<file path="config.mk">
export PLATFORM = sky130hd
export DESIGN_NAME = core_ctrl_seq
export DESIGN_NICKNAME = d
export VERILOG_FILES = /design/src/rtl/core_ctrl_seq.sv
export SDC_FILE = /design/constraint.sdc
export NUM_CORES = 1
export LEC_CHECK = 0
export ABC_CLOCK_PERIOD_IN_PS = 2300
export BUFFER_PORTS_ARGS = -buffer_cell sky130_fd_sc_hd__buf_2
export CELL_PAD_IN_SITES_DETAIL_PLACEMENT = 0
export CELL_PAD_IN_SITES_GLOBAL_PLACEMENT = 2
export CORE_ASPECT_RATIO = 1.1
export CORE_MARGIN = 2
export CORE_UTILIZATION = 24
export CTS_CLUSTER_DIAMETER = 60
export DETAILED_ROUTE_END_ITERATION = 10
export PLACE_DENSITY_LB_ADDON = 0.1
export SKIP_LAST_GASP = 1
export SLEW_MARGIN = 20
export SYNTH_ARGS = -nofsm -noshare
export SYNTH_HDL_FRONTEND = slang
export SYNTH_SLANG_ARGS = --single-unit
</file>
<file path="constraint.sdc">
create_clock -name clk -period 2.3 [get_ports clk]
set_input_delay 0.46 -clock clk [delete_from_list [all_inputs] [get_ports clk]]
set_output_delay 0.46 -clock clk [all_outputs]
set_load 0.005 [all_outputs]
</file>
<file path="src/rtl/core_ctrl_seq.sv">
// RV64IM control sequencer: holds one accepted instruction, decodes it into
// datapath controls and stalls upstream while a multiply/divide is running.
module core_ctrl_seq #(
  parameter int unsigned MUL_CYCLES = 3,
  parameter int unsigned DIV_CYCLES = 33
) (
  input  logic        clk,
  input  logic        rst,
  input  logic        instr_valid_i,
  input  logic [31:0] instr_i,
  output logic        instr_ready_o,
  input  logic        flush_i,
  input  logic [2:0]  branch_judgment,
  output logic        ctrl_valid_o,
  output logic        pc_src,
  output logic        idx_src,
  output logic        alu_src,
  output logic        alu_w_sext,
  output logic        mem_read,
  output logic        mem_write,
  output logic        reg_write,
  output logic [1:0]  alu_op,
  output logic [2:0]  read_type,
  output logic [1:0]  write_type,
  output logic [2:0]  mem2reg,
  output logic        illegal_o,
  output logic        mdu_start_o,
  output logic        mdu_div_o,
  output logic        mdu_abort_o,
  output logic        stall_o
);

  typedef enum logic [1:0] {IDLE, BUSY, DONE} state_e;

  localparam logic [7:0] MUL_CNT = 8'(MUL_CYCLES - 1);
  localparam logic [7:0] DIV_CNT = 8'(DIV_CYCLES - 1);
  localparam logic [31:0] NOP    = 32'h0000_0013;

  state_e      state_q, state_d;
  logic [7:0]  cnt_q, cnt_d;
  logic [31:0] hold_q, hold_d;
  logic        valid_q, valid_d;
  logic        start_q, start_d;

  logic accept, inIsMdu;
  assign accept  = instr_valid_i & instr_ready_o;
  assign inIsMdu = ((instr_i[6:0] == 7'b0110011) || (instr_i[6:0] == 7'b0111011)) &&
                   (instr_i[31:25] == 7'b0000001);

  always_ff @(posedge clk) begin
    if (rst) begin
      state_q <= IDLE;
      cnt_q   <= 8'd0;
      hold_q  <= NOP;
      valid_q <= 1'b0;
      start_q <= 1'b0;
    end else begin
      state_q <= state_d;
      cnt_q   <= cnt_d;
      hold_q  <= hold_d;
      valid_q <= valid_d;
      start_q <= start_d;
    end
  end

  // A flush drops both the in-flight MDU op and any instruction offered alongside it.
  always_comb begin
    state_d = state_q;
    cnt_d   = cnt_q;
    hold_d  = hold_q;
    valid_d = 1'b0;
    start_d = 1'b0;
    if (flush_i) begin
      state_d = IDLE;
    end else begin
      case (state_q)
        BUSY: begin
          if (cnt_q != 8'd0) begin
            cnt_d = cnt_q - 8'd1;
          end else begin
            state_d = DONE;
            valid_d = 1'b1;
          end
        end
        default: begin
          state_d = IDLE;
          if (accept) begin
            hold_d = instr_i;
            if (inIsMdu) begin
              state_d = BUSY;
              cnt_d   = instr_i[14] ? DIV_CNT : MUL_CNT;
              start_d = 1'b1;
            end else begin
              valid_d = 1'b1;
            end
          end
        end
      endcase
    end
  end

  logic [6:0] op;
  logic [2:0] f3;
  logic isR, isI, isLoad, isStore, isBranch, isJal, isJalr, isLui, isAuipc, legal;
  logic wOp, judge;
  logic unused_hold;

  assign op          = hold_q[6:0];
  assign f3          = hold_q[14:12];
  assign unused_hold = ^{hold_q[24:15], hold_q[11:7]};

  assign isR      = (op == 7'b0110011) || (op == 7'b0111011);
  assign isI      = (op == 7'b0010011) || (op == 7'b0011011);
  assign isLoad   = (op == 7'b0000011);
  assign isStore  = (op == 7'b0100011);
  assign isBranch = (op == 7'b1100011);
  assign isJal    = (op == 7'b1101111);
  assign isJalr   = (op == 7'b1100111);
  assign isLui    = (op == 7'b0110111);
  assign isAuipc  = (op == 7'b0010111);
  assign legal    = isR | isI | isLoad | isStore | isBranch | isJal | isJalr | isLui | isAuipc;

  assign wOp = (hold_q[25] & f3[2]) | (~hold_q[25] & ~f3[1] & f3[0]) | (f3 == 3'b000);

  always_comb begin
    judge = 1'b0;
    case (f3)
      3'd0:    judge =  branch_judgment[2];
      3'd1:    judge = ~branch_judgment[2];
      3'd4:    judge =  branch_judgment[1];
      3'd5:    judge = ~branch_judgment[1];
      3'd6:    judge =  branch_judgment[0];
      3'd7:    judge = ~branch_judgment[0];
      default: judge = 1'b0;
    endcase
  end

  assign ctrl_valid_o = valid_q;
  assign alu_op       = {isI, isR};
  assign alu_src      = isI | isLoad | isStore;
  assign idx_src      = isJalr;
  assign alu_w_sext   = (isR | isI) & op[3] & wOp;
  assign mem_read     = valid_q & isLoad;
  assign mem_write    = valid_q & isStore;
  assign reg_write    = valid_q & (isR | isI | isLoad | isJal | isJalr | isLui | isAuipc);
  assign read_type    = legal ? f3 : 3'b000;
  assign write_type   = legal ? f3[1:0] : 2'b00;
  assign mem2reg      = legal ? {op[5], op[2], isLoad | isJal | isJalr | isAuipc} : 3'b000;
  assign illegal_o    = ~legal;
  assign pc_src       = valid_q & legal & op[6] & (op[2] | judge);

  assign instr_ready_o = (state_q != BUSY);
  assign stall_o       = (state_q == BUSY);
  assign mdu_start_o   = start_q & (state_q == BUSY);
  assign mdu_div_o     = (state_q == BUSY) & hold_q[14];
  assign mdu_abort_o   = (state_q == BUSY) & flush_i & ~rst;

endmodule

</file>
==> summary by stage <==
Floorplan
The die extent in y is 83.0 um. The effective utilization at floorplan is 25.1%. The die covers 0.00629 mm^2.

The die is 75.8 um wide. After floorplanning, the core was sized to cover 0.00543 mm^2. The I/O pin total is 63. The count of standard-cell rows is 28.

Power
The highest ir drop seen on vdd is 0.209 mV. In this run the static leakage power is 0.759 nW. Per report_power, the clock group accounts for 31.9% of the total. The internal portion of the total power is 593 uW.

Of the total power, the share spent switching nets is 27.1%. The net switching component of the power is 220 uW. The power density normalized to cell area is 479 mW/mm^2. The share of total power in combinational logic is 15.7%. The register share of total power is 52.4%.

Clock tree
The post-cts hold buffer count is 0. The number of buffers inserted by post-CTS setup repair is 0. The clock passes through at most 2 buffers. Buffers inserted during clock tree synthesis total 3. The clock net in this run drives a total of 23 sinks. The latest clock arrival within the worst-skew pair is 0.27 ns. The CTS clock-pin slew for the worst setup and hold paths is 0.09 ns. The root buffer selected by CTS is sky130_fd_sc_hd__clkbuf_8. CTS built an H-tree with a depth of 1. TritonCTS built the clock tree.

Yosys
The number of synthesized flops with an enable pin is 0. The cell area after technology mapping is 0.00136 mm^2. Yosys printed 0 warnings.

The count of different cell masters after synthesis is 40. When the netlist entered floorplanning its net count stood at 222. After synthesis, the share of flip-flops with an asynchronous set or reset is 0%.

The synthesized netlist cell count is 181. Each instance of the synthesized netlist takes up on average 7.52 um^2. The flop and latch count out of synthesis is 23. The prevailing post-synth register cell is sky130_fd_sc_hd__dfxtp_1. The sequential element share of the synthesized area is 33.8%.

Drt
The number of violations reported at the end of detailed-routing iteration 0 is 57. The number of detailed-route iterations in the first pass is 4. Detailed routing inserted a total of 1395 vias.

After detailed routing, the number of remaining DRC violations is 0. The detail-routed via count per cell is 4.67. After detailed routing, the total wire length is 3.70 mm. In this run the remaining antenna-violating nets after routing total 0. The average wire per cell in the routed design is 12.4 um.

Finish
The layout overhead on the synthesized area is 24.5%. The fraction of final layout cells with drive strength greater than 1 is 26.8%. 0 antenna diodes ended up in the layout. The core utilization of the finished layout is 31.2%. The number of nets in the layout is 266.

The count of fill cells added during filler insertion is 610. The finished layout holds 299 standard cells, fillers aside.

Timing
The hold violation total from the final report is 0. At the pin with the least slew margin, the transition time is 0.508 ns. The tightest slew margin relative to the limit is 66.1%. The total of endpoints with negative setup slack in the final report is 0.

The smallest clock period supported by the final layout is computed as 2.14 ns. The total count of max-transition violations in the final report came to 0. The maximum clock skew at final layout is 0.0133 ns.

The highest attainable clock frequency is 468 MHz. The period utilization is 93.0%. Setup total negative slack on the finished layout was measured at 0 ns. Setup repair after global routing left no endpoint under its margin.

Placement
At the end of routability-driven placement, the weighted congestion stood at 0.804. The count of input and output buffers is 47. The number of placed instances, taps included is 295. The half-perimeter wire length of the detailed placement result is 2.82 mm.

Critical path
The maximum fanout encountered on the critical timing path is 11. The largest individual stage delay along the critical path comes from the cell sky130_fd_sc_hd__dfxtp_2. In this run the register-to-register setup slack is 0.40 ns. The capturing instance or port of the critical path is pc_src. The critical path goes through nand2b_1, nand2_1, o21ai_0, a211oi_1, buf_4, and4_1, buf_2.

The critical path starts at hold_q[4]. The kind of start point of the critical path is a flip-flop. The startpoint of the lowest-slack register-to-register path is cnt_q[0]. The critical path arrival is 1.68 ns. The kind of critical path is reg2out. The destination of the worst register-to-register timing path is cnt_q[3]. The cell count of the worst reg-to-reg path is 7. The largest single stage delay on the critical path is 0.37 ns. For the worst setup path, the data required time is 1.84 ns.

The worst setup path is captured at an output port.

Job
The tool flagged a number of max-cap violations equal to 0.

Global route
For this run the aggregate overflow at the end of global routing stands at 0. The total routing resource utilization after global routing is 12.4%. The first global-routing pass estimated 6.16 mm of wire. The via count of the first global-routing pass is 1249. Entering global routing, the biggest net connects 21 pins. The initial antenna violation count is 0.

Run status
The flow ran to the end, and the final reports show no timing, DRC or antenna violations.

Worst hold path
In this run the worst hold path is classified as in2reg. The beginning of the worst hold path is instr_i[13].
[critical path, delay by kind of cell (launching register included)]
family                 cells  cell delay, ns
buffers and inverters      2            0.29
AOI/OAI and AO/OA          2            0.31
and+or+nand+nor            3            0.44
DFF                        1            0.37
[registers in the layout (all words and copies together) (netlist names)]
name          count
hold_q           11
state_q           2
ctrl_valid_o      1
start_q           1
cnt_q             8
[layout make-up]
type | count | area (um^2) | area share, %
clock buffer | 3 | 41.3 | 2.44
clock inverter | 1 | 5.00 | 0.295
inverter | 7 | 26.3 | 1.55
multi-input combinational | 140 | 808 | 47.7
sequential | 23 | 463 | 27.3
tap | 75 | 93.8 | 5.54
timing repair buffer | 50 | 258 | 15.2
[cells in the final DEF, fill, tap and decap left out, types with 2 or more instances in the layout]
cell type,instances
sky130_fd_sc_hd__nor3_1,9
sky130_fd_sc_hd__mux2i_1,2
sky130_fd_sc_hd__a211oi_1,2
sky130_fd_sc_hd__nor2_1,14
sky130_fd_sc_hd__a21oi_1,19
sky130_fd_sc_hd__ha_1,2
sky130_fd_sc_hd__and4b_1,2
sky130_fd_sc_hd__dfxtp_2,2
sky130_fd_sc_hd__and2_1,7
sky130_fd_sc_hd__nand3_1,3
sky130_fd_sc_hd__buf_4,3
sky130_fd_sc_hd__and3_1,5
sky130_fd_sc_hd__a211o_1,2
sky130_fd_sc_hd__o21bai_1,2
sky130_fd_sc_hd__nand2b_1,3
sky130_fd_sc_hd__xnor2_1,2
sky130_fd_sc_hd__nand3b_1,5
sky130_fd_sc_hd__o21ai_0,6
sky130_fd_sc_hd__dfxtp_1,21
sky130_fd_sc_hd__inv_1,7
sky130_fd_sc_hd__buf_2,47
sky130_fd_sc_hd__nor3b_1,2
sky130_fd_sc_hd__and4_1,2
sky130_fd_sc_hd__clkbuf_8,3
sky130_fd_sc_hd__nand2_1,36
[timing repair]
action                                  4_1_cts  5_1_grt
endpoints found under the setup margin        0        8
hold endpoints to repair                      0        0
resized for setup                             0        2
[per-stage QoR]
| stage | worst slack [ns] | hold slack [ns] | cell area [um^2] | power, mW |
|---|---|---|---|---|
| after floorplan | 0.456 | 0.445 | 1360 | 0.506 |
| after global placement | 0.318 | 0.457 | 1650 | 0.563 |
| after detailed placement | 0.303 | 0.465 | 1650 | 0.565 |
| after CTS | 0.0703 | 0.414 | 1690 | 0.819 |
| after global routing | 0.0221 | 0.416 | 1700 | 0.856 |
| final | 0.162 | 0.413 | 1700 | 0.812 |
[power by group through the flow]
| stage | sequential, mW | clock (mW) | combinational [mW] |
|---|---|---|---|
| 6_report | 0.426 | 0.259 | 0.127 |
| 5_1_grt | 0.430 | 0.281 | 0.145 |
| 4_1_cts | 0.426 | 0.263 | 0.130 |
| 3_5_place_dp | 0.436 | 0 | 0.130 |
| 3_3_place_gp | 0.435 | 0 | 0.128 |
| 2_1_floorplan | 0.427 | 0 | 0.0796 |
[kinds of logic (layout without fill, tap and decap cells)]
| family | count (synthesis) | count (layout) | synth area share [%] |
|---|---|---|---|
| AOI/OAI and AO/OA | 36 | 36 | 16.0 |
| xor gates and xnor gates | 3 | 3 | 1.93 |
| adders and majority gates | 2 | 2 | 1.84 |
| DFF | 23 | 23 | 33.8 |
| muxes | 2 | 2 | 1.47 |
| buffers and inverters | 18 | 61 | 6.80 |
| and+or+nand+nor | 97 | 97 | 38.1 |
[worst min-delay path by stage]
stage,cells after the start,slack [ns],endpoint
2_1_floorplan,2,0.44,cnt_q[7]
3_5_place_dp,2,0.46,cnt_q[7]
3_3_place_gp,2,0.46,cnt_q[7]
5_1_grt,3,0.42,hold_q[14]
4_1_cts,3,0.41,hold_q[1]
6_report,3,0.41,hold_q[13]
[per-layer routing]
layer | global-route usage (%) | part of all wire, % | up-vias
li1 | - | - | 714
met1 | 19.6 | 52 | 619
met2 | 16.4 | 39 | 57
met3 | 2.31 | 7.8 | 5
met4 | 4.31 | 1.5 | 0
met5 | 0 | 0 | -
[cell usage after synthesis, types with 2 or more instances]
cell type	n	share of area, %
sky130_fd_sc_hd__nand3_1	3	1.1
sky130_fd_sc_hd__xnor2_1	2	1.3
sky130_fd_sc_hd__a21oi_1	19	7.0
sky130_fd_sc_hd__a211o_1	2	1.3
sky130_fd_sc_hd__nand2_1	36	9.9
sky130_fd_sc_hd__nor2_1	14	3.9
sky130_fd_sc_hd__a211oi_1	2	1.1
sky130_fd_sc_hd__mux2i_1	2	1.5
sky130_fd_sc_hd__buf_4	4	2.2
sky130_fd_sc_hd__and3_1	5	2.3
sky130_fd_sc_hd__and4b_1	2	1.5
sky130_fd_sc_hd__nand2b_1	3	1.4
sky130_fd_sc_hd__clkbuf_1	4	1.1
sky130_fd_sc_hd__o21bai_1	2	1.1
sky130_fd_sc_hd__nor3_1	9	3.3
sky130_fd_sc_hd__inv_1	7	1.9
sky130_fd_sc_hd__and4_1	2	1.3
sky130_fd_sc_hd__and2_1	7	3.2
sky130_fd_sc_hd__nand3b_1	5	2.8
sky130_fd_sc_hd__dfxtp_1	23	34
sky130_fd_sc_hd__ha_1	2	1.8
sky130_fd_sc_hd__o21ai_0	6	2.2
sky130_fd_sc_hd__nor3b_1	2	1.1
sky130_fd_sc_hd__buf_2	2	0.74
Note: power is estimated with default switching activity, not from simulation.
